`src/rtl/mult_unit_pkg.sv`:
```
// rtl/mult_unit_pkg.sv - shared function codes and multiplier state encodings
package mult_unit_pkg;

  // Function-field codes, shared with the main controller decode
  localparam logic [5:0] FUNC_MFHI = 6'h10;
  localparam logic [5:0] FUNC_MFLO = 6'h12;
  localparam logic [5:0] FUNC_MULT = 6'h18;

  // Multiplier sequencer states
  typedef logic [1:0] mstate_t;
  localparam mstate_t MS_IDLE = 2'b00;
  localparam mstate_t MS_CALC = 2'b01;
  localparam mstate_t MS_SIGN = 2'b10;

  // Iteration counter width; kept at least one bit for degenerate widths
  function automatic int cnt_width(input int w);
    return (w > 1) ? $clog2(w) : 1;
  endfunction

endpackage

```
`src/rtl/mult_unit.sv`:
```
// rtl/mult_unit.sv - multi-cycle signed shift-add multiplier feeding HI/LO
module mult_unit
  import mult_unit_pkg::*;
#(
  parameter int WIDTH = 32
) (
  input  logic             clk,
  input  logic             rst,
  input  logic             multLoad,
  input  logic [WIDTH-1:0] opA,
  input  logic [WIDTH-1:0] opB,
  input  logic             mfRead,
  output logic [WIDTH-1:0] hi,
  output logic [WIDTH-1:0] lo,
  output logic             busy,
  output logic             done,
  output logic             stall
);

  localparam int            CW   = cnt_width(WIDTH);
  localparam int            PW   = 2 * WIDTH;
  localparam logic [CW-1:0] LAST = CW'(WIDTH - 1);

  mstate_t          state_q, state_d;
  logic [WIDTH-1:0] mag_a_q, mag_a_d;
  logic [WIDTH-1:0] mag_b_q, mag_b_d;
  logic             neg_res_q, neg_res_d;
  logic [PW-1:0]    acc_q, acc_d;
  logic [CW-1:0]    count_q, count_d;
  logic [WIDTH-1:0] hi_q, hi_d;
  logic [WIDTH-1:0] lo_q, lo_d;
  logic             done_q, done_d;

  logic [PW-1:0]    partial;
  logic [PW-1:0]    result;

  // Multiplicand aligned to the bit of the multiplier under test this cycle
  assign partial = {{WIDTH{1'b0}}, mag_a_q} << count_q;
  // Magnitudes are multiplied unsigned; the sign is restored in one step at the end
  assign result  = neg_res_q ? (~acc_q + 1'b1) : acc_q;

  // Sequencer and datapath next-state: capture, accumulate, then sign and commit
  always_comb begin
    state_d   = state_q;
    mag_a_d   = mag_a_q;
    mag_b_d   = mag_b_q;
    neg_res_d = neg_res_q;
    acc_d     = acc_q;
    count_d   = count_q;
    hi_d      = hi_q;
    lo_d      = lo_q;
    done_d    = 1'b0;
    case (state_q)
      MS_IDLE: begin
        if (multLoad) begin
          // |-2^(WIDTH-1)| still fits as an unsigned WIDTH-bit magnitude
          mag_a_d   = opA[WIDTH-1] ? (~opA + 1'b1) : opA;
          mag_b_d   = opB[WIDTH-1] ? (~opB + 1'b1) : opB;
          neg_res_d = opA[WIDTH-1] ^ opB[WIDTH-1];
          acc_d     = '0;
          count_d   = '0;
          state_d   = MS_CALC;
        end
      end
      MS_CALC: begin
        if (mag_b_q[count_q]) begin
          acc_d = acc_q + partial;
        end
        count_d = count_q + 1'b1;
        if (count_q == LAST) begin
          state_d = MS_SIGN;
        end
      end
      MS_SIGN: begin
        {hi_d, lo_d} = result;
        done_d       = 1'b1;
        state_d      = MS_IDLE;
      end
      default: begin
        state_d = MS_IDLE;
      end
    endcase
  end

  // State registers; reset aborts any multiply in flight and clears HI/LO
  always_ff @(posedge clk or negedge rst) begin
    if (!rst) begin
      state_q   <= MS_IDLE;
      mag_a_q   <= '0;
      mag_b_q   <= '0;
      neg_res_q <= 1'b0;
      acc_q     <= '0;
      count_q   <= '0;
      hi_q      <= '0;
      lo_q      <= '0;
      done_q    <= 1'b0;
    end else begin
      state_q   <= state_d;
      mag_a_q   <= mag_a_d;
      mag_b_q   <= mag_b_d;
      neg_res_q <= neg_res_d;
      acc_q     <= acc_d;
      count_q   <= count_d;
      hi_q      <= hi_d;
      lo_q      <= lo_d;
      done_q    <= done_d;
    end
  end

  assign hi    = hi_q;
  assign lo    = lo_q;
  assign done  = done_q;
  assign busy  = (state_q != MS_IDLE);
  // Drops in the done cycle, so a held MFHI/MFLO reads the freshly written HI/LO
  assign stall = busy & mfRead;

endmodule
```
`config.mk`:
```
export PLATFORM = sky130hd
export DESIGN_NAME = mult_unit
export DESIGN_NICKNAME = d
export VERILOG_FILES = /design/src/rtl/mult_unit_pkg.sv /design/src/rtl/mult_unit.sv
export SDC_FILE = /design/constraint.sdc
export NUM_CORES = 1
export LEC_CHECK = 0
export BUFFER_PORTS_ARGS = -buffer_cell sky130_fd_sc_hd__buf_2
export CAP_MARGIN = 20
export CORE_MARGIN = 5
export CORE_UTILIZATION = 45
export DETAILED_ROUTE_END_ITERATION = 16
export GPL_TIMING_DRIVEN = 0
export PLACE_DENSITY = 0.73
export SYNTH_ARGS = -nofsm -noshare
export SYNTH_HDL_FRONTEND = slang
export SYNTH_SLANG_ARGS = --single-unit
export TNS_END_PERCENT = 50
```
`constraint.sdc`:
```
create_clock -name clk -period 4.89 [get_ports clk]
set_input_delay 0.2445 -clock clk [delete_from_list [all_inputs] [get_ports clk]]
set_output_delay 0.2445 -clock clk [all_outputs]
set_load 0.01 [all_outputs]
```
# Word-level counts from Yosys, hierarchy flattened
# Index checks and enable logic that the tools add are counted.
# word_totals
ff_bits,201
in_bits,68
out_inout_bits,67
# op_classes
n_addsub,5
n_lt_le_gt_ge,1
eq_ne,6
n_shift,1
mux,14
bitwise_logic,5
reduce_logical,7
# ops
cell,n
64-bit two-way mux,3
64-bit case mux with 2 select lines,1
32-bit by 1-bit adder with 32-bit output (second input constant),2
64-bit by 1-bit adder with 64-bit output (second input constant),1
64-bit adder,1
32-bit two-way mux,2
32-bit inverter,2
64-bit inverter,1
32-bit by 5-bit << shifter with 64-bit output,1
5-bit case mux with 2 select lines,1
5-bit by 6-bit < comparator with 1-bit output (second input constant),1
2-bit inequality test (second input constant),3
2-bit AND reduction,3
5-bit by 1-bit adder with 5-bit output (second input constant),1
1-bit binary-select mux with 5-bit select,1
5-bit == test (second input constant),1
5-bit two-way mux,1
2-bit two-way mux,2
2-bit case mux with 2 select lines,1
2-bit nonzero test,2
3-bit AND reduction,1
2-bit by 1-bit == test with 1-bit output (second input constant),1
2-bit == test (second input constant),1
2-bit zero test,1
other kinds (3),4

# Logic depth before layout (Yosys ltp)
# depth
word_depth,4
ltp_mapped,23

# Least setup slack after synthesis
# No wires, ideal clock.
# synth_path
kind,reg2reg
from,reg count_q[1]
to,reg acc_q[51]
setup_time_ps,121
t_arrival_ps,4663
required_ps,4769
path_slack_ps,106
path_stages_with_launch,23
n_path_buf,5
period_less_slack_ps,4784
cell_sequence,dfrtp_1 > clkbuf_1 > clkbuf_1 > buf_1 > clkbuf_1 > nand3b_1 > o21ai_0 > mux2i_1 > mux2i_1 > nand2_1 > o21ai_0 > ha_1 > clkbuf_1 > a21oi_1 > o21ai_0 > a221oi_1 > o31ai_1 > a221oi_1 > o21ai_0 > a21boi_0 > o21ai_0 > xor2_1 > a22o_1
# synth_between
elab_chain_len,4
# synth_lines
item,line,rtl
"start, declared",mult_unit.sv:29,"logic [CW-1:0] count_q, count_d;"
"start signal, assigned",mult_unit.sv:103,count_q <= count_d;
32-bit by 5-bit << shifter with 64-bit output or 1-bit binary-select mux with 5-bit select (tied branches),"mult_unit.sv:38, mult_unit.sv:66",
64-bit adder or 1-bit two-way mux (tied branches),"mult_unit.sv:67, mult_unit.sv:66",
64-bit two-way mux or 2-bit inequality test (tied branches),n/a,
64-bit case mux with 2 select lines or 3-bit AND reduction (tied branches),n/a,
"end signal, assigned",mult_unit.sv:92,acc_q <= '0;
"end signal, assigned",mult_unit.sv:102,acc_q <= acc_d;
"end, declared",mult_unit.sv:28,"logic [PW-1:0] acc_q, acc_d;"
# Several ways; a longest one is shown, not always the timed one. The select of a mux whose other input is x is not followed.
# A chain may end at the register's enable or synchronous reset.

# Worst setup path in the final report
# layout_path
from,reg count_q[0]
to,reg acc_q[54]
# The elaborated chain is that of the path after synthesis.

==> flow_summary.yaml <==
die:
  start_util_pct: 45.7
  die_area_sq_um: 39000
  die_x_um: 198
  core_sq_um: 34600
  row_count: 68
  ios: 135
  die_y_um: 198
route:
  ant_nets: 0
  drc: 0
  vias: 14821
  wl_per_cell_um: 19.5
  wl_met2_um: 22000
  wl_met1_um: 22300
  vias_per_cell: 5.90
  top_layer_used: "met4"
  drt-total-wl_um: 49000
  drt_pass1_iterations: 5
  drt-initial-drc-count: 984
  wl_met3_um: 3190
timing:
  fin_setup_tns_ns: 0
  period_needed_ns: 4.77
  slew_violations: 0
  hold_viol: 0
  finalSetupViolCount: 0
  tightest_slew_ns: 1.19
  max_slew_margin_pct: 20.1
  max_freq_ghz: 0.210
  fin_crit_sh_pct: 97.5
  finalClockSkew_ns: 0.0200
setup_path:
  worst-endpoint-arrival_ns: 5.21
  critical_path_required_ns: 5.33
  crit_chain: "buf_6 > buf_12 > buf_8 > mux4_2 > mux2i_1 > mux2_2 > o22ai_2 > ha_1 > and3_1 > nand2_1 > or3_1 > a211oi_2 > o21ai_2 > a21oi_1 > nor3_2 > buf_4 > xnor2_1 > nand2_1 > o21ai_0"
  cpPeakStageDelay_ns: 0.54
  cp_slowest_cell: "mux4_2"
  crit_path_start_kind: "flop"
  worstPathMaxFanout: 10
  path_class: "flop to flop"
  end_kind: "flop"
  cp_common_cell: "nand2_1"
  cp.buffers_inverters: 4
  crit_family: "multiplexers"
final_layout:
  multi_input_area_sq_um: 10500
  nets: 2180
  synthToLayoutAreaGrowth_pct: 15.9
  diodes: 0
  fillers: 3280
  seq_area_sq_um: 5030
  drive_above_1_share_pct: 17.0
  postLayoutCellArea_sq_um: 18300
logic_synthesis:
  ys.warnings.count: 0
  synth_cell_types: 72
  synth_fp_nets: 2019
  avgSynthCellArea_sq_um: 8.41
  synthFlopType: "dfrtp_1"
  async_reset_ff_share_pct: 100
  syn_area_sq_um: 15800
  synth.ff_latch_count: 201
  seq_area_frac_synth_pct: 31.8
  synth_edf_count: 0
  netlist_instances: 1882
job:
  maxCapViolations: 0
min_path:
  hp-class: "primary input to flop"
global_routing:
  grt_antenna_before_repair: 0
  grt_pass1_vias: 14535
  grt_pass1_wl_um: 78600
  grt_overflow: 0
  grtUsageTotal_pct: 24.6
  grt_start_max_net_pins: 121
placement:
  gp_congestion: 0.991
  port_buffers: 134
  placed_area_sq_um: 17100
  hpwl_um: 38800
pwr:
  leakage_nw: 8.14
  total_power_mw: 15.0
  vdd_drop_max_v: 0.000366
  powerDensity_nw_per_um2: 817
clocking:
  max-clock-path-buffers: 3
  cts_tree: "built"
  clockRootBuffer: "clkbuf_16"
  cts.sinks: 201
  htreeDepth: 1
  cts_buffers: 24
  clk_latency_ns: 0.53
  clk_pin_slew_ns: 0.06
run_status:
  status: "finished clean"
stage by stage:
| stage | cells | util [%] | hold WS, ns | setup WS (ns) |
|---|---|---|---|---|
| floorplan | 1882 | - | -0.0511 | 0.106 |
| global placement | 2471 | 49.3 | 0.459 | -1.46 |
| detailed placement | 2472 | 49.4 | 0.409 | -1.52 |
| CTS | 2516 | 52.2 | 0.0144 | -0.0299 |
| global route | 2513 | 52.9 | 0.0161 | -0.0166 |
| finish | 2513 | 52.9 | 0.0274 | 0.122 |
timing repair:
action                                 CTS  global route
endpoints found under the hold margin  121             0
setup endpoints to repair               47            31
buffers inserted                         2            10
resized for setup                       51            68
cloned                                   0             0
hold buffers                             3             0
pin swaps                                1            12
registers in the layout, summed over array words and instances (netlist names):
name	count
mag_a_q	32
mag_b_q	32
state_q	2
done	1
acc_q	64
count_q	5
neg_res_q	1
hi	32
lo	32
worst register-to-register path: cells and delay by family, from the launching register on:
kind / cells / cell delay, ns
compound gates: 5 / 0.85
simple gates: 5 / 1.00
mux: 3 / 1.08
fa+ha+maj: 1 / 0.43
xor+xnor: 1 / 0.31
buf+inv: 4 / 0.62
flops: 1 / 0.37
cells by family after synthesis:
family | synth area share (%)
AOI/OAI and AO/OA | 21.2
xor gates and xnor gates | 9.63
adders and majority gates | 5.50
buffers and inverters | 3.69
DFF | 31.8
muxes | 9.78
and+or+nand+nor | 18.4
cell usage after synthesis (11+ instances only):
| cell | count | area, sq um |
|---|---|---|
| nand2_1 | 338 | 1270 |
| o21ai_0 | 230 | 1150 |
| dfrtp_1 | 201 | 5030 |
| xor2_1 | 138 | 1210 |
| clkbuf_1 | 94 | 353 |
| a21oi_1 | 90 | 450 |
| nor2_1 | 86 | 323 |
| ha_1 | 68 | 851 |
| mux2i_1 | 60 | 601 |
| o31ai_1 | 51 | 383 |
| xnor2_1 | 36 | 315 |
| inv_1 | 35 | 131 |
| a21o_1 | 31 | 233 |
| mux4_2 | 30 | 676 |
| nand3_1 | 26 | 130 |
| mux2_2 | 24 | 270 |
| nor3_1 | 24 | 120 |
| o41ai_1 | 24 | 210 |
| nand4_1 | 22 | 138 |
| o22ai_1 | 22 | 138 |
| or4_1 | 19 | 143 |
| nand2b_1 | 18 | 113 |
| nor2b_1 | 15 | 93.8 |
| buf_1 | 14 | 52.6 |
| o21ai_1 | 14 | 70.1 |
| a211oi_1 | 12 | 90.1 |
| a22o_1 | 12 | 105 |
| nor4_1 | 11 | 68.8 |
| o21a_1 | 11 | 82.6 |
| or3_1 | 11 | 68.8 |
power breakdown:
part / switching, mW / internal (mW) / total [mW] / leakage, nW
clock: 0.718 / 1.08 / 1.80 / 0.391
sequential: 0.760 / 2.24 / 3.00 / 2.50
combinational: 6.17 / 4.01 / 10.2 / 5.24
total: 7.65 / 7.33 / 15.0 / 8.14
metal layers:
metal  vias up  GRT usage (%)
met1      7074           35.3
met2       513           38.8
met3        88           3.29
li1       7146              -
met5         -              0
met4         0           7.91
path summary, 6_finish.rpt:
path	slack [ns]	from	depth (start not counted)	to
worst min register to register	0.47	lo[5]	2	lo[5]
worst min-delay path	0.03	opA[31]	3	mag_a_q[31]
min in group asynchronous	0.39	rst	2	hi[26]
worst max-delay path	0.12	count_q[0]	19	acc_q[54]
max in group asynchronous	3.57	rst	3	count_q[1]
worst max register to register	0.12	count_q[0]	19	acc_q[54]
placed cells by master (no fill, tap or decap), types with 19 or more instances in the layout:
| cell | Yosys | layout |
|---|---|---|
| nand2_1 | 338 | 337 |
| o21ai_0 | 230 | 214 |
| dfrtp_1 | 201 | 200 |
| buf_2 | 8 | 139 |
| xor2_1 | 138 | 138 |
| nor2_1 | 86 | 82 |
| a21oi_1 | 90 | 81 |
| clkbuf_1 | 94 | 78 |
| ha_1 | 68 | 58 |
| mux2i_1 | 60 | 49 |
| o31ai_1 | 51 | 49 |
| xnor2_1 | 36 | 36 |
| inv_1 | 35 | 35 |
| a21o_1 | 31 | 31 |
| mux4_2 | 30 | 30 |
| nand3_1 | 26 | 26 |
| o21ai_1 | 14 | 26 |
| clkbuf_16 | 0 | 25 |
| mux2_2 | 24 | 24 |
| nor3_1 | 24 | 24 |
| o41ai_1 | 24 | 24 |
| nand4_1 | 22 | 22 |
| or4_1 | 19 | 19 |
layout make-up:
class | instances | share of cell area, %
multi-input combinational | 1529 | 57.3
clock buffer | 32 | 3.72
tap | 455 | 3.11
clock inverter | 9 | 0.580
buffer | 102 | 2.61
inverter | 35 | 0.717
sequential | 201 | 27.4
timing repair buffer | 150 | 4.52
(Power assumes the default switching activity.)
